==> config.mk <==
export PLATFORM = sky130hd
export DESIGN_NAME = maze_player_ctrl_flat
export DESIGN_NICKNAME = d
export VERILOG_FILES = /design/src/rtl/maze_pkg.sv /design/src/rtl/maze_player_ctrl_if.sv /design/src/rtl/maze_player_ctrl_move_target_calc.sv /design/src/rtl/maze_player_ctrl.sv /design/src/flat_wrapper.sv
export SDC_FILE = /design/constraint.sdc
export NUM_CORES = 1
export LEC_CHECK = 0
export BUFFER_PORTS_ARGS = -buffer_cell sky130_fd_sc_hd__buf_2
export CORE_UTILIZATION = 52
export DETAILED_ROUTE_END_ITERATION = 8
export PLACE_DENSITY_LB_ADDON = 0.3
export SETUP_SLACK_MARGIN = 0.3
export SYNTH_ARGS = -nofsm -noshare
export SYNTH_HDL_FRONTEND = slang
export SYNTH_SLANG_ARGS = --single-unit
==> constraint.sdc <==
create_clock -name clk -period 2.3 [get_ports clk]
set_clock_uncertainty 0.1 [all_clocks]
set_input_delay 0.23 -clock clk [delete_from_list [all_inputs] [get_ports clk]]
set_output_delay 0.23 -clock clk [all_outputs]
set_load 0.01 [all_outputs]
==> src/rtl/maze_pkg.sv <==
// Shared types and constants for the maze player controller.
package maze_pkg;

    localparam int unsigned MOVE_CNT_W = 10;
    localparam int unsigned TILE_W     = 2;

    typedef enum logic [1:0] {
        PATH = 2'b00,
        WALL = 2'b01,
        EXIT = 2'b10,
        RSVD = 2'b11
    } tile_t;

    typedef enum logic [1:0] {
        UP    = 2'd0,
        DOWN  = 2'd1,
        LEFT  = 2'd2,
        RIGHT = 2'd3
    } dir_t;

    typedef enum logic [1:0] {
        IDLE  = 2'd0,
        FETCH = 2'd1,
        CHECK = 2'd2,
        WON   = 2'd3
    } pstate_t;

endpackage

==> src/rtl/maze_player_ctrl_if.sv <==
// Button, ROM and display signals of the maze player controller.
interface maze_player_ctrl_if #(
    parameter int unsigned RBITS = 4,
    parameter int unsigned CBITS = 4,
    parameter int unsigned ABITS = 8
);
    logic                            i_up;
    logic                            i_down;
    logic                            i_left;
    logic                            i_right;
    logic [ABITS-1:0]                o_rom_addr;
    logic [maze_pkg::TILE_W-1:0]     i_rom_data;
    logic [RBITS-1:0]                o_row;
    logic [CBITS-1:0]                o_col;
    logic                            o_moved;
    logic                            o_blocked;
    logic                            o_busy;
    logic                            o_win;
    logic [maze_pkg::MOVE_CNT_W-1:0] o_move_count;

    modport master (
        input  i_up, i_down, i_left, i_right, i_rom_data,
        output o_rom_addr, o_row, o_col, o_moved, o_blocked, o_busy, o_win, o_move_count
    );

    modport slave (
        output i_up, i_down, i_left, i_right, i_rom_data,
        input  o_rom_addr, o_row, o_col, o_moved, o_blocked, o_busy, o_win, o_move_count
    );
endinterface

==> src/rtl/maze_player_ctrl_move_target_calc.sv <==
// Combinational direction arbitration (up > down > left > right) and target tile computation.
module move_target_calc
    import maze_pkg::*;
#(
    parameter int unsigned ROWS  = 16,
    parameter int unsigned COLS  = 16,
    parameter int unsigned RBITS = $clog2(ROWS),
    parameter int unsigned CBITS = $clog2(COLS),
    parameter int unsigned ABITS = $clog2(ROWS*COLS)
) (
    input  logic             i_up,
    input  logic             i_down,
    input  logic             i_left,
    input  logic             i_right,
    input  logic [RBITS-1:0] i_row,
    input  logic [CBITS-1:0] i_col,
    output logic             o_valid,
    output logic             o_in_bounds,
    output logic [RBITS-1:0] o_tgt_row,
    output logic [CBITS-1:0] o_tgt_col,
    output logic [ABITS-1:0] o_tgt_addr
);

    localparam logic [RBITS-1:0] LAST_ROW = RBITS'(ROWS - 1);
    localparam logic [CBITS-1:0] LAST_COL = CBITS'(COLS - 1);

    dir_t dir;

    always_comb begin
        o_valid = i_up | i_down | i_left | i_right;
        if (i_up)        dir = UP;
        else if (i_down) dir = DOWN;
        else if (i_left) dir = LEFT;
        else             dir = RIGHT;
    end

    // Edges never wrap: the target is only meaningful when o_in_bounds is set.
    always_comb begin
        o_tgt_row   = i_row;
        o_tgt_col   = i_col;
        o_in_bounds = 1'b0;
        case (dir)
            UP: begin
                o_in_bounds = (i_row != '0);
                o_tgt_row   = i_row - RBITS'(1);
            end
            DOWN: begin
                o_in_bounds = (i_row != LAST_ROW);
                o_tgt_row   = i_row + RBITS'(1);
            end
            LEFT: begin
                o_in_bounds = (i_col != '0);
                o_tgt_col   = i_col - CBITS'(1);
            end
            default: begin
                o_in_bounds = (i_col != LAST_COL);
                o_tgt_col   = i_col + CBITS'(1);
            end
        endcase
    end

    assign o_tgt_addr = ABITS'(ABITS'(o_tgt_row) * ABITS'(COLS)) + ABITS'(o_tgt_col);

endmodule

==> src/rtl/maze_player_ctrl.sv <==
// Maze player FSM: arbitrates button pulses, checks the target tile in the ROM, updates position.
module maze_player_ctrl
    import maze_pkg::*;
#(
    parameter int unsigned ROWS      = 16,
    parameter int unsigned COLS      = 16,
    parameter int unsigned START_ROW = 0,
    parameter int unsigned START_COL = 0,
    parameter int unsigned RBITS     = $clog2(ROWS),
    parameter int unsigned CBITS     = $clog2(COLS),
    parameter int unsigned ABITS     = $clog2(ROWS*COLS)
) (
    input  logic               clk,
    input  logic               rst,
    maze_player_ctrl_if.master bus
);

    localparam logic [RBITS-1:0] START_R    = RBITS'(START_ROW);
    localparam logic [CBITS-1:0] START_C    = CBITS'(START_COL);
    localparam logic [ABITS-1:0] START_ADDR = ABITS'(START_ROW * COLS + START_COL);

    pstate_t                state_q,   state_d;
    logic [RBITS-1:0]       row_q,     row_d;
    logic [CBITS-1:0]       col_q,     col_d;
    logic [RBITS-1:0]       tgt_row_q, tgt_row_d;
    logic [CBITS-1:0]       tgt_col_q, tgt_col_d;
    logic [ABITS-1:0]       addr_q,    addr_d;
    logic [MOVE_CNT_W-1:0]  cnt_q,     cnt_d;
    logic                   moved_q,   moved_d;
    logic                   blocked_q, blocked_d;
    logic                   busy_q,    busy_d;
    logic                   win_q,     win_d;

    logic                   mv_valid;
    logic                   mv_inb;
    logic [RBITS-1:0]       mv_row;
    logic [CBITS-1:0]       mv_col;
    logic [ABITS-1:0]       mv_addr;
    tile_t                  tile;

    move_target_calc #(
        .ROWS  (ROWS),
        .COLS  (COLS),
        .RBITS (RBITS),
        .CBITS (CBITS),
        .ABITS (ABITS)
    ) u_calc (
        .i_up        (bus.i_up),
        .i_down      (bus.i_down),
        .i_left      (bus.i_left),
        .i_right     (bus.i_right),
        .i_row       (row_q),
        .i_col       (col_q),
        .o_valid     (mv_valid),
        .o_in_bounds (mv_inb),
        .o_tgt_row   (mv_row),
        .o_tgt_col   (mv_col),
        .o_tgt_addr  (mv_addr)
    );

    assign tile = tile_t'(bus.i_rom_data);

    // Next-state and registered-output logic; pulses outside IDLE are simply not looked at.
    always_comb begin
        state_d   = state_q;
        row_d     = row_q;
        col_d     = col_q;
        tgt_row_d = tgt_row_q;
        tgt_col_d = tgt_col_q;
        addr_d    = addr_q;
        cnt_d     = cnt_q;
        win_d     = win_q;
        moved_d   = 1'b0;
        blocked_d = 1'b0;
        case (state_q)
            IDLE: begin
                if (mv_valid) begin
                    if (mv_inb) begin
                        tgt_row_d = mv_row;
                        tgt_col_d = mv_col;
                        addr_d    = mv_addr;
                        state_d   = FETCH;
                    end else begin
                        blocked_d = 1'b1;
                    end
                end
            end
            FETCH: state_d = CHECK;
            CHECK: begin
                if (tile == PATH || tile == EXIT) begin
                    row_d   = tgt_row_q;
                    col_d   = tgt_col_q;
                    moved_d = 1'b1;
                    if (cnt_q != '1) cnt_d = cnt_q + MOVE_CNT_W'(1);
                    if (tile == EXIT) begin
                        win_d   = 1'b1;
                        state_d = WON;
                    end else begin
                        state_d = IDLE;
                    end
                end else begin
                    blocked_d = 1'b1;
                    state_d   = IDLE;
                end
            end
            WON:     state_d = WON;
            default: state_d = IDLE;
        endcase
        busy_d = (state_d != IDLE);
    end

    always_ff @(posedge clk or negedge rst) begin
        if (!rst) begin
            state_q   <= IDLE;
            row_q     <= START_R;
            col_q     <= START_C;
            tgt_row_q <= START_R;
            tgt_col_q <= START_C;
            addr_q    <= START_ADDR;
            cnt_q     <= '0;
            moved_q   <= 1'b0;
            blocked_q <= 1'b0;
            busy_q    <= 1'b0;
            win_q     <= 1'b0;
        end else begin
            state_q   <= state_d;
            row_q     <= row_d;
            col_q     <= col_d;
            tgt_row_q <= tgt_row_d;
            tgt_col_q <= tgt_col_d;
            addr_q    <= addr_d;
            cnt_q     <= cnt_d;
            moved_q   <= moved_d;
            blocked_q <= blocked_d;
            busy_q    <= busy_d;
            win_q     <= win_d;
        end
    end

    assign bus.o_rom_addr   = addr_q;
    assign bus.o_row        = row_q;
    assign bus.o_col        = col_q;
    assign bus.o_moved      = moved_q;
    assign bus.o_blocked    = blocked_q;
    assign bus.o_busy       = busy_q;
    assign bus.o_win        = win_q;
    assign bus.o_move_count = cnt_q;

endmodule

==> src/flat_wrapper.sv <==
// flat-port wrapper written by rule: the top's interface ports become plain ports
module maze_player_ctrl_flat import maze_pkg::*;
#(
    parameter int unsigned ROWS      = 16,
    parameter int unsigned COLS      = 16,
    parameter int unsigned START_ROW = 0,
    parameter int unsigned START_COL = 0,
    parameter int unsigned RBITS     = $clog2(ROWS),
    parameter int unsigned CBITS     = $clog2(COLS),
    parameter int unsigned ABITS     = $clog2(ROWS*COLS)
)
  (clk, rst, bus_i_up, bus_i_down, bus_i_left, bus_i_right, bus_i_rom_data, bus_o_rom_addr, bus_o_row, bus_o_col, bus_o_moved, bus_o_blocked, bus_o_busy, bus_o_win, bus_o_move_count);
  maze_player_ctrl_if #(.RBITS(RBITS), .CBITS(CBITS), .ABITS(ABITS)) bus_i ();
  input  logic clk;
  input  logic rst;
  input wire logic [$bits(bus_i.i_up)-1:0] bus_i_up;
  input wire logic [$bits(bus_i.i_down)-1:0] bus_i_down;
  input wire logic [$bits(bus_i.i_left)-1:0] bus_i_left;
  input wire logic [$bits(bus_i.i_right)-1:0] bus_i_right;
  input wire logic [$bits(bus_i.i_rom_data)-1:0] bus_i_rom_data;
  output wire logic [$bits(bus_i.o_rom_addr)-1:0] bus_o_rom_addr;
  output wire logic [$bits(bus_i.o_row)-1:0] bus_o_row;
  output wire logic [$bits(bus_i.o_col)-1:0] bus_o_col;
  output wire logic [$bits(bus_i.o_moved)-1:0] bus_o_moved;
  output wire logic [$bits(bus_i.o_blocked)-1:0] bus_o_blocked;
  output wire logic [$bits(bus_i.o_busy)-1:0] bus_o_busy;
  output wire logic [$bits(bus_i.o_win)-1:0] bus_o_win;
  output wire logic [$bits(bus_i.o_move_count)-1:0] bus_o_move_count;
  assign bus_i.i_up = bus_i_up;
  assign bus_i.i_down = bus_i_down;
  assign bus_i.i_left = bus_i_left;
  assign bus_i.i_right = bus_i_right;
  assign bus_i.i_rom_data = bus_i_rom_data;
  assign bus_o_rom_addr = bus_i.o_rom_addr;
  assign bus_o_row = bus_i.o_row;
  assign bus_o_col = bus_i.o_col;
  assign bus_o_moved = bus_i.o_moved;
  assign bus_o_blocked = bus_i.o_blocked;
  assign bus_o_busy = bus_i.o_busy;
  assign bus_o_win = bus_i.o_win;
  assign bus_o_move_count = bus_i.o_move_count;
  maze_player_ctrl #(.ROWS(ROWS), .COLS(COLS), .START_ROW(START_ROW), .START_COL(START_COL), .RBITS(RBITS), .CBITS(CBITS), .ABITS(ABITS)) u_core (.clk(clk), .rst(rst), .bus(bus_i));
endmodule
Yosys cells after proc, flatten, opt, wreduce, memory -nomap -nowiden
Index checks and enable logic that the tools add are counted.

Mux-type cells: 17. Bitwise logic cells: 3. Add/subtract/negate cells: 6. Reduce and logical (&&, ||, !) cells: 12. Equal/unequal tests: 9.

Operators with widths (count): $pmux 4 s2 (2); $mux 2 (6); $add 10x1->10 const B (1); $ne 10x10->1 const B (1); $reduce_and 3->1 (3); $add 4x1->4 const B (2); $add 8x4->8 (1); $eq 2x2->1 const B (4); $ne 4x4->1 const B (2); $pmux 2 s4 (1); $reduce_bool 4->1 (2); $sub 4x1->4 const B (2); $logic_not 2->1 (3); $mux 1 (6); $eq 2x1->1 const B (2); $or 1x1->1 (3); $pmux 1 s3 (1); $pmux 1 s2 (1); $reduce_and 2->1 (1); $reduce_bool 2->1 (1); $reduce_or 2->1 (1); $logic_or 1x1->1 (1).

Input port bits: 8. Output and inout bits: 30. Register bits after elaboration: 40. Word-level logic and storage cells: 58.

Longest topological paths before layout
Gate-level depths: netlist of the first run.

Depth after elaboration: 9. Gate-level depth with buffers: 7. Mapped depth without buffers: 7.

Cells and area by module
A second synthesis of the first run with hierarchy kept.

Cells, all modules: 162. Area total of the unflattened synthesis: 1993.2 µm².

By module, submodules not included: maze_player_ctrl (seq. area each 1001.0 µm², cells an instance 112, instances 1, area each 1602.8 µm²); move_target_calc (seq. area each 0.0 µm², cells an instance 50, instances 1, area each 390.4 µm²).

Worst setup path after synthesis of the first run
No wires, ideal clock.

Path kind: in2reg. From: input bus_i_down. To: register u_core.tgt_col_q[2]. Setup time: 0.125 ns. Cell stages on the path: 7. Arrival time: 1.619 ns. Slack: 0.456 ns. Path buffers: 0. Data required time: 2.075 ns. Cells stage by stage: or3b_1 > xnor2_1 > ha_1 > and2b_2 > o21ai_0 > xnor2_1 > mux2_4.

Word-level cells in the longest chain between the ends: 5. Elaborated cells on any way between the ends: 12. Classes of those cells: 2 x eq/ne; 4 x mux; 3 x bitwise; 3 x reduce/logical.

Ends and longest elaborated chain: start: declaration (line flat_wrapper.sv:17) `input wire logic [$bits(bus_i.i_down)-1:0] bus_i_down;`; $mux 2 (line maze_player_ctrl_move_target_calc.sv:32) `else if (i_down) dir = DOWN;`; $mux 2 (line maze_player_ctrl_move_target_calc.sv:31) `if (i_up) dir = UP;`; $eq 2x2->1, or another cell as far along (line maze_player_ctrl_move_target_calc.sv:42) `case (dir)`; $pmux 1 s3 / $reduce_or 2->1 (equally long branches); $reduce_and 3->1 (no source line) / $pmux 4 s2 (equally long branches); end signal: assignment (line maze_player_ctrl.sv:130) `tgt_col_q <= tgt_col_d;`; end: declaration (line maze_player_ctrl.sv:26) `logic [CBITS-1:0] tgt_col_q, tgt_col_d;`.

Several ways; a longest one is shown, not always the timed one. A chain may end at the register's enable or synchronous reset.

Final worst setup path of the first run
From: register u_core.row_q[1] (netlist: u_core.bus.o_row[1]). To: register u_core.tgt_row_q[3].

Word-level cells in the longest chain between the ends: 3. Elaborated cells on any way between the ends: 7. Classes of those cells: 2 x add/sub; 1 x eq/ne; 2 x mux; 2 x reduce/logical.

Ends and longest elaborated chain: start: declaration (line maze_player_ctrl.sv:23) `logic [RBITS-1:0] row_q, row_d;`; start signal: assignment (line maze_player_ctrl.sv:127) `row_q <= row_d;`; parallel branches: the longest is 3 deep, another holds $add 4x1->4; end signal: assignment (line maze_player_ctrl.sv:129) `tgt_row_q <= tgt_row_d;`; end: declaration (line maze_player_ctrl.sv:25) `logic [RBITS-1:0] tgt_row_q, tgt_row_d;`.

Parallel ways; which one is timed is not known.

==> flow_metrics.py, run 1 <==
metrics = {
    "status": {
        "status": "complete, but fails checks",
        "violations": "design-rule violations",
    },
    "power": {
        "p_leak_nw": 0.9262,
        "p_sw_mw": 0.9043,
        "p_comb_share_pct": 41.8,
        "clockPowerShare_pct": 16.7,
        "ir_drop_uv": 753.2,
        "p_int_mw": 1.612,
        "switching_share_pct": 35.94,
        "powerDensity_nw_per_um2": 1309,
        "pwr-share-seq_pct": 41.5,
    },
    "logic_synthesis": {
        "netlist.top_cell.by_area": "dfrtp_1",
        "synth_edf_count": 0,
        "synth_seq_cells": 32,
        "yosys-top-cells-count": "dfrtp_1 (32), mux2_2 (11), xnor2_1 (10)",
        "synth.area.top_cells": "dfrtp_1 (50%), mux2_2 (7.7%), mux2_4 (7.5%), xnor2_1 (5.5%), ha_1 (3.1%)",
        "avgSynthCellArea_um2": 12.49,
        "ys.flop_type": "dfrtp_1",
        "syn_area_um2": 1599,
        "synthMuxAreaShare_pct": 15.26,
        "synthCells": 128,
        "async_flop_share_pct": 100.0,
        "synth_compound_area_share_pct": 7.042,
        "synth-simple-area-share_pct": 13.15,
        "synth_top_family_by_area": "multiplexers",
        "synth_fp_nets": 141,
        "yosysWarnings": 0,
        "yosysMostFrequentCell": "dfrtp_1",
        "yosys.area_share.adder_pct": 4.382,
        "synth_xor_area_share_pct": 7.668,
        "yosysSeqAreaShare_pct": 50.08,
        "synth_top_area_share_pct": 50.08,
        "ys_types": 37,
    },
    "worst_setup_path": {
        "arrival_ps": 2000,
        "criticalPathCategory": "register to register",
        "cp_slowest_cell": "dfrtp_1",
        "slowest_delay_ps": 480,
        "r2r_slack_ps": 420,
        "crit-reg2reg-launch": "u_core.bus.o_row[1]",
        "cp_cell_sequence": "o41ai_2 -> o21ai_1 -> a31oi_2 -> nor2b_4 -> mux2_4",
        "critPathMaxFanout": 10,
        "reg2reg_to": "u_core.tgt_row_q[3]",
        "endpoint_kind": "register",
        "cp.required_ps": 2430,
        "reg2reg_depth": 5,
        "startpoint_type": "register",
    },
    "placement": {
        "post-place-ws_ps": 159.0,
        "gp_congestion": 0.8427,
        "port_buffers": 37,
        "dp.cells": 195,
        "dp_hpwl_mm": 2.158,
    },
    "flow_run": {
        "maxCapViolCount": 0,
    },
    "floorplan": {
        "initial_utilization_pct": 56.52,
        "dieArea_um2": 3301,
        "die_h_um": 57.46,
        "coreArea_um2": 2829,
        "rows": 19,
        "io_pins": 38,
        "die_x_um": 57.46,
    },
    "global_route": {
        "grt_first_pass_wirelength_mm": 5.133,
        "gr-total-overflow": 0,
        "first_global_vias": 1139,
        "grt.total_usage_pct": 20.73,
        "antenna_found_initial": 0,
        "grt_start_max_net_pins": 33,
    },
    "routing": {
        "first_iter_violations": 20,
        "firstDrtPassIters": 6,
        "drt_wl_total_mm": 2.990,
        "avgViaCountPerCell": 5.627,
        "drc": 5,
        "drtAntennaViolNets": 0,
        "vias": 1148,
        "wl_per_cell_um": 14.66,
    },
    "timing": {
        "clock.fmax_mhz": 533.3,
        "finalHoldViolCount": 0,
        "fin_ws_ps": 424.9,
        "setup_violations": 0,
        "finalCritPeriodShare_pct": 81.53,
        "worst_slew_pin_slew_ps": 685.3,
        "timing.slew.headroom_pct": 54.31,
        "grt_setup_unrepaired": "false",
        "fin_crit_ps": 1875,
        "finalSetupTns_ps": 0,
        "drv_slew": 0,
    },
    "cts": {
        "cts_buffers": 5,
        "cts.clk_slew.worst_paths_ps": 100,
        "cts_sinks": 32,
        "htreeDepth": 2,
        "cts_tree": "done",
        "cts_buffer_depth": 2,
        "postCtsSetupRepairBufs": 0,
        "root_buffer": "clkbuf_4",
        "clkLatencyLatePin_ps": 340,
    },
    "finish": {
        "antenna_cells": 0,
        "area_growth_pct": 20.19,
        "regArea_um2": 802.0,
        "multi_input_area_um2": 783.3,
        "fin_nets": 185,
        "instances_no_fill": 204,
        "layout-drive-gt1-share_pct": 42.20,
        "n_fill_cell": 223,
    },
    "hold_path": {
        "holdCritStartpoint": "bus_i_rom_data[1]",
        "hold_depth": 2,
        "whs_endpoint": "u_core.bus.o_win",
        "hp-class": "primary input to register",
    },
}
-- final cells by class --
type | count | share of cell area [%]
repair buffers | 40 | 10.94
multi-input cells | 90 | 40.76
clock buffers | 6 | 2.148
flip-flops and latches | 32 | 41.73
well taps | 31 | 2.018
inverters | 3 | 0.5859
clock inverters | 2 | 1.823
-- worst max-delay path by stage --
stage / from / to / slack (ps) / depth (start not counted)
6_report: u_core.bus.o_row[1] / u_core.tgt_row_q[3] / 420 / 5
5_1_grt: u_core.bus.o_row[2] / u_core.tgt_row_q[3] / 320 / 6
4_1_cts: u_core.bus.o_row[1] / u_core.tgt_row_q[3] / 320 / 5
3_5_place_dp: bus_i_down / u_core.tgt_row_q[1] / 160 / 6
3_3_place_gp: bus_i_down / u_core.tgt_col_q[0] / 220 / 6
2_1_floorplan: bus_i_down / u_core.tgt_col_q[2] / 460 / 7
-- placed cells by master, fill, tap and decap left out, types with 2 or more instances in the layout --
master,n
a21oi_1,3
clkbuf_4,5
buf_2,37
dfrtp_1,31
mux2_4,8
o21a_1,3
nor3b_1,2
nor2_1,4
ha_1,4
nand3b_1,3
o21ai_0,3
xor2_1,4
nand2_1,3
nor4_1,2
nand3_1,8
mux2_2,11
buf_4,2
xnor2_1,10
inv_1,3
and3_1,2
-- layer usage --
metal	vias to the layer above	GRT usage, %	part of all wire [%]
met4	0	9.756	1.7
li1	546	-	-
met2	30	30.73	45
met5	-	0	0
met3	7	7.256	5.5
met1	565	27.22	48
-- what timing repair did --
| item | CTS | global route |
|---|---|---|
| hold buffers | 1 | 0 |
| pin swaps | 0 | 0 |
| hold endpoints to repair | 32 | 0 |
| endpoints found under the setup margin | 8 | 11 |
| gates resized for setup | 1 | 4 |
-- state kept, by name, summed over array words and instances, names as in the netlist --
signal and cells:
u_core.bus.o_blocked 1, u_core.bus.o_busy 1, u_core.bus.o_col 4, u_core.bus.o_move_count 10, u_core.bus.o_moved 1, u_core.bus.o_rom_addr 1, u_core.bus.o_row 4, u_core.bus.o_win 1
u_core.state_q 2, u_core.tgt_col_q 3, u_core.tgt_row_q 4
-- worst max-delay path, delay by kind of cell, from the launching register on --
family	cells	cell delay (ps)
AO/OA/AOI/OAI	3	730
flip-flops	1	480
multiplexers	1	310
AND/OR/NAND/NOR	1	140
-- cell families (layout without fill, tap and decap cells) --
logic type,count (synthesis),in the layout
adder cells (fa/ha/maj),5,5
flip-flops,32,32
AND/OR/NAND/NOR,35,35
buffers and inverters,6,51
multiplexers,19,19
XOR/XNOR,14,14
AO/OA/AOI/OAI,17,17
-- through the flow --
stage	utilization [%]	hold WS [ps]	power, mW	cell area, µm²
after floorplan	-	-165.6	1.748	1599
after global placement	64.00	210.0	2.031	1810
after detailed placement	64.00	215.1	2.083	1810
after CTS	67.23	1.750	2.524	1902
after global routing	67.93	0.3290	2.687	1922
final	67.93	18.05	2.516	1922
-- power groups by stage --
| stage | Sequential [mW] | Clock (mW) | Combinational, mW |
|---|---|---|---|
| final | 1.04 | 0.421 | 1.05 |
| after global routing | 1.09 | 0.452 | 1.15 |
| after detailed placement | 1.04 | 0 | 1.04 |
| after floorplan | 1.09 | 0 | 0.658 |
| after global placement | 1.02 | 0 | 1.01 |
| after CTS | 1.04 | 0.431 | 1.06 |
Power figures use the tool's default switching activity.
==> inputs of run 2 (changes only) <==
--- a/config.mk
+++ b/config.mk
@@ -6,7 +6,7 @@
 export NUM_CORES = 1
 export LEC_CHECK = 0
 export BUFFER_PORTS_ARGS = -buffer_cell sky130_fd_sc_hd__buf_2
-export CORE_UTILIZATION = 52
+export CORE_UTILIZATION = 47
 export DETAILED_ROUTE_END_ITERATION = 8
 export PLACE_DENSITY_LB_ADDON = 0.3
 export SETUP_SLACK_MARGIN = 0.3
==> constraint.sdc (replaced) <==
create_clock -name clk -period 1.7 [get_ports clk]
set_clock_uncertainty 0.1 [all_clocks]
set_input_delay 0.17 -clock clk [delete_from_list [all_inputs] [get_ports clk]]
set_output_delay 0.17 -clock clk [all_outputs]
set_load 0.01 [all_outputs]
==> run 2 against run 1 <==
Compared with the run above:
- the flow finishes with violations (negative setup slack)
- routed wire length rose by 49%
- design area rose by 26%
- fmax fell by 1.2%
- critical path type unchanged
==> flow_metrics.py, run 2 (same netlist as run 1, synthesis figures left out) <==
metrics = {
    "finish": {
        "final_common_cell": "buf_2",
        "antenna_cells": 0,
        "design_area_um2": 2412,
        "instances_no_fill": 257,
        "layout-drive-gt1-share_pct": 58.69,
        "layout_common_cells": "buf_2 (37), buf_4 (31), dfrtp_1 (31)",
        "area_growth_pct": 50.86,
        "largest_register_ff_count": 10,
        "n_fill_cell": 189,
        "fin_nets": 225,
    },
    "worst_setup_path": {
        "startpoint_type": "register",
        "critPathMaxFanout": 5,
        "cp_num_buf_inv": 0,
        "slowest_delay_ps": 450,
        "criticalPathCategory": "register to register",
        "cp.required_ps": 1800,
        "critPathTopFamily": "compound AO/OA/AOI/OAI gates",
        "cp_slowest_cell": "dfrtp_2",
        "cp_cell_sequence": "o41ai_2 -> o21ai_1 -> a31oi_4 -> nor2b_4 -> mux2_4",
        "endpoint_kind": "register",
        "arrival_ps": 2000,
    },
    "placement": {
        "gp_congestion": 0.8153,
        "dp_hpwl_mm": 2.577,
        "place_area_um2": 2036,
        "port_buffers": 37,
        "dp.cells": 231,
    },
    "floorplan": {
        "dieArea_um2": 3640,
        "coreArea_um2": 3128,
        "initial_utilization_pct": 51.12,
        "die_x_um": 60.33,
        "rows": 20,
        "die_h_um": 60.33,
        "io_pins": 38,
    },
    "timing": {
        "fin_ws_ps": -197.5,
        "fin_crit_ps": 1897,
        "drv_slew": 0,
        "finalCritPeriodShare_pct": 111.6,
        "worst_slew_pin_slew_ps": 558.5,
        "finalHoldViolCount": 0,
        "clock.fmax_mhz": 527.0,
        "setup_violations": 22,
        "grt_setup_unrepaired": "true",
        "timing.slew.headroom_pct": 62.42,
    },
    "global_route": {
        "grt_start_max_net_pins": 19,
        "first_global_vias": 1352,
        "antenna_found_initial": 0,
        "grt.total_usage_pct": 24.20,
        "grt_first_pass_wirelength_mm": 6.403,
        "gr-total-overflow": 0,
    },
    "routing": {
        "vias": 1406,
        "drtAntennaViolNets": 0,
        "avgViaCountPerCell": 5.471,
        "wl_per_cell_um": 17.34,
        "firstDrtPassIters": 4,
        "drc": 0,
        "first_iter_violations": 60,
        "drt_wl_total_mm": 4.456,
    },
    "power": {
        "ir_drop_uv": 1025,
        "p_leak_nw": 1.192,
        "total_power_mw": 4.232,
        "powerDensity_nw_per_um2": 1754,
    },
    "cts": {
        "htreeDepth": 2,
        "cts_buffer_depth": 2,
        "clkLatencyLatePin_ps": 320,
        "cts_tree": "done",
        "cts.clk_slew.worst_paths_ps": 100,
        "cts_sinks": 32,
        "root_buffer": "clkbuf_4",
        "cts_buffers": 5,
    },
    "status": {
        "violations": "negative setup slack",
        "status": "complete, but fails checks",
    },
    "hold_path": {
        "hp-class": "primary input to register",
    },
    "flow_run": {
        "maxCapViolCount": 0,
    },
}
==> run 2: cell types whose count changed in the layout (fill, tap and decap cells not counted), sizes merged <==
cell         previous run  this run
nor2b                   1         2
buf                    39        77
dlygate4sd3             1         2
==> run 2: metrics by stage <==
stage | TNS, ps | hold slack, ps | utilization [%] | setup slack, ps
after CTS | -1029 | 76.81 | 74.28 | -129.0
after global placement | -2751 | 7.165 | 65.08 | -320.3
after floorplan | -609.4 | -225.6 | - | -76.18
after detailed placement | -3088 | 15.59 | 65.08 | -359.8
after global routing | -3230 | 83.35 | 77.12 | -278.8
final | -1998 | 101.5 | 77.12 | -197.5
==> run 2: cell type report <==
class | count | area [µm²] | area share (%)
clock buffer | 6 | 41.29 | 1.712
multi-input combinational | 91 | 924.6 | 38.33
clock inverter | 2 | 35.03 | 1.452
tap | 44 | 55.05 | 2.282
inverter | 3 | 11.26 | 0.4668
timing repair buffer | 79 | 543.0 | 22.51
sequential | 32 | 802.0 | 33.25
==> run 2: where the power goes <==
| group | internal (mW) | total, mW | switching (mW) |
|---|---|---|---|
| clock network | 0.308 | 0.566 | 0.258 |
| registers | 1.06 | 1.38 | 0.319 |
| logic | 1.32 | 2.28 | 0.963 |
| total | 2.69 | 4.23 | 1.54 |
==> run 2: worst paths after layout <==
path,slack (ps),start,endpoint,depth (start not counted)
worst max-delay path,-200,u_core.bus.o_row[1],u_core.tgt_row_q[0],5
worst min-delay path,100,bus_i_rom_data[0],u_core.bus.o_blocked,2
worst max register to register,-200,u_core.bus.o_row[1],u_core.tgt_row_q[0],5
worst min register to register,370,u_core.bus.o_win,u_core.bus.o_win,1
max in group asynchronous,740,rst,u_core.tgt_row_q[2],3
min in group asynchronous,190,rst,u_core.bus.o_moved,2
==> run 2: routing by layer <==
layer | GRT usage (%) | share of wire [%] | vias up
li1 | - | - | 628
met5 | 0 | 0 | -
met1 | 32.74 | 42 | 715
met4 | 8.306 | 1.8 | 0
met2 | 39.40 | 51 | 55
met3 | 4.051 | 5.5 | 8
==> run 2: timing repair <==
item                                    4_1_cts  5_1_grt
endpoints found under the setup margin       29       30
hold buffers                                  2        0
buffers inserted                             10        4
hold endpoints to repair                     18        0
pin swaps                                    10        8
cloned                                        1        1
resized for setup                            27        9
==> inputs of run 3 (changes only) <==
==> constraint.sdc (replaced) <==
create_clock -name clk -period 1.7 [get_ports clk]
set_clock_uncertainty 0.1 [all_clocks]
set_input_delay 0.17 -clock clk [delete_from_list [all_inputs] [get_ports clk]]
set_output_delay 0.17 -clock clk [all_outputs]
set_load 0.005 [all_outputs]
==> run 3 against run 2 <==
Compared with the run above:
- hold slack worse by 48 ps
- setup slack better by 8.4 ps
- largest power group unchanged
- the flow still finishes with violations (negative setup slack)
- design area up 2.3%
- sequential cell count unchanged
- critical path type unchanged
- highest routed layer unchanged
- global-route usage up 1.4 points
==> flow_metrics.py, run 3 (same netlist as run 1, synthesis figures left out) <==
metrics = {
    "status": {
        "status": "complete, but fails checks",
        "violations": "negative setup slack",
    },
    "timing": {
        "clock.fmax_mhz": 529.4,
        "fin_crit_ps": 1889,
        "worst_slew_pin_slew_ps": 702.9,
        "fin_ws_ps": -189.1,
        "drv_slew": 0,
        "grt_setup_unrepaired": "true",
        "finalHoldViolCount": 0,
        "setup_violations": 11,
        "finalCritPeriodShare_pct": 111.1,
        "timing.slew.headroom_pct": 53.14,
    },
    "global_route": {
        "grt.total_usage_pct": 25.65,
        "antenna_found_initial": 0,
        "grt_first_pass_wirelength_mm": 6.637,
        "grt_start_max_net_pins": 33,
        "first_global_vias": 1427,
        "gr-total-overflow": 0,
    },
    "worst_setup_path": {
        "criticalPathCategory": "register to register",
        "cp_num_buf_inv": 0,
        "cp_slowest_cell": "dfrtp_2",
        "startpoint_type": "register",
        "endpoint": "u_core.tgt_col_q[0]",
        "cp_cell_sequence": "o41ai_2 -> o21ai_1 -> a31oi_4 -> nor2b_4 -> mux2_4",
        "arrival_ps": 2020,
        "critPathTopFamily": "compound AO/OA/AOI/OAI gates",
        "reg2reg_depth": 5,
        "reg2reg_to": "u_core.tgt_col_q[0]",
        "endpoint_kind": "register",
        "critPathMaxFanout": 5,
        "slowest_delay_ps": 450,
        "crit-reg2reg-launch": "u_core.bus.o_row[1]",
        "crit_start": "u_core.bus.o_row[1]",
        "r2r_slack_ps": -190,
        "cp.required_ps": 1830,
        "crit_cells": 5,
    },
    "cts": {
        "cts_buffer_depth": 2,
        "cts_sinks": 32,
        "cts.clk_slew.worst_paths_ps": 100,
        "clkLatencyLatePin_ps": 340,
        "htreeDepth": 2,
        "cts_buffers": 5,
        "cts_tree": "done",
        "root_buffer": "clkbuf_4",
    },
    "routing": {
        "avgViaCountPerCell": 5.330,
        "drtAntennaViolNets": 0,
        "drt_wl_total_mm": 4.252,
        "first_iter_violations": 49,
        "drc": 0,
        "wl_per_cell_um": 16.29,
        "vias": 1391,
        "firstDrtPassIters": 4,
    },
    "placement": {
        "post-place-ws_ps": -361.3,
        "port_buffers": 37,
        "dp.cells": 229,
        "place_area_um2": 2021,
        "gp_congestion": 0.7886,
        "dp_hpwl_mm": 2.527,
    },
    "finish": {
        "antenna_cells": 0,
        "instances_no_fill": 261,
        "design_area_um2": 2469,
        "final_common_cell": "buf_2",
        "fin_nets": 229,
        "area_growth_pct": 54.38,
        "multi_input_area_um2": 937.1,
        "final_core_util_pct": 78.92,
        "regArea_um2": 802.0,
        "layout-drive-gt1-share_pct": 61.29,
        "n_fill_cell": 180,
        "largest_register_ff_count": 10,
        "layout_common_cells": "buf_2 (36), dfrtp_1 (31), buf_4 (30)",
    },
    "floorplan": {
        "rows": 20,
        "die_x_um": 60.33,
        "initial_utilization_pct": 51.12,
        "io_pins": 38,
        "die_h_um": 60.33,
        "coreArea_um2": 3128,
        "dieArea_um2": 3640,
    },
    "hold_path": {
        "hp-class": "primary input to register",
        "hold_depth": 2,
        "holdCritStartpoint": "bus_i_rom_data[0]",
    },
    "power": {
        "powerDensity_nw_per_um2": 1689,
        "ir_drop_uv": 886.4,
        "p_leak_nw": 1.212,
        "total_power_mw": 4.170,
    },
    "flow_run": {
        "maxCapViolCount": 0,
    },
}
-- run 3: layout make-up --
type                       count  share of cell area (%)
inverter                       3                  0.4562
multi-input combinational     91                   37.96
tap                           44                   2.230
clock buffer                   6                   2.078
timing repair buffer          83                   24.38
sequential                    32                   32.49
clock inverter                 2                  0.4055
-- run 3: worst reg2reg max path, delay by kind of cell, from the launching register on --
kind	cells	cell delay (ps)
and+or+nand+nor	1	130
DFF	1	450
AOI/OAI and AO/OA	3	800
muxes	1	320
-- run 3: worst min-delay path by stage --
stage	to
after global placement	u_core.tgt_row_q[2]
after detailed placement	u_core.tgt_row_q[2]
after floorplan	u_core.bus.o_blocked
after global routing	u_core.bus.o_blocked
after CTS	u_core.bus.o_blocked
final	u_core.bus.o_blocked
-- run 3: per-layer routing --
layer,up-vias,global-route usage [%],wire [µm]
li1,634,-,-
met1,714,31.78,1890
met2,36,42.23,2147
met3,7,7.889,154
met4,0,9.302,59
met5,-,0,0
-- run 3: metrics by stage --
step	hold slack, ps	setup TNS (ps)
global route	55.45	-2759
floorplan	-225.6	-482.6
detailed placement	160.0	-3075
global placement	144.9	-2762
CTS	58.30	-817.6
finish	53.35	-1589
-- run 3: what timing repair did --
action                     4_1_cts  5_1_grt
gates cloned                     2        0
setup endpoints to repair       29       31
setup buffers                   15        5
hold endpoints to repair        33        0
gates resized for setup         37        9
hold buffers                     2        0
pin swaps                       12       10
-- run 3: power breakdown --
group          switching (mW)  internal, mW  leakage, nW
Combinational           0.897          1.45        0.781
Sequential              0.293          1.06        0.393
Clock                   0.268         0.197       0.0380
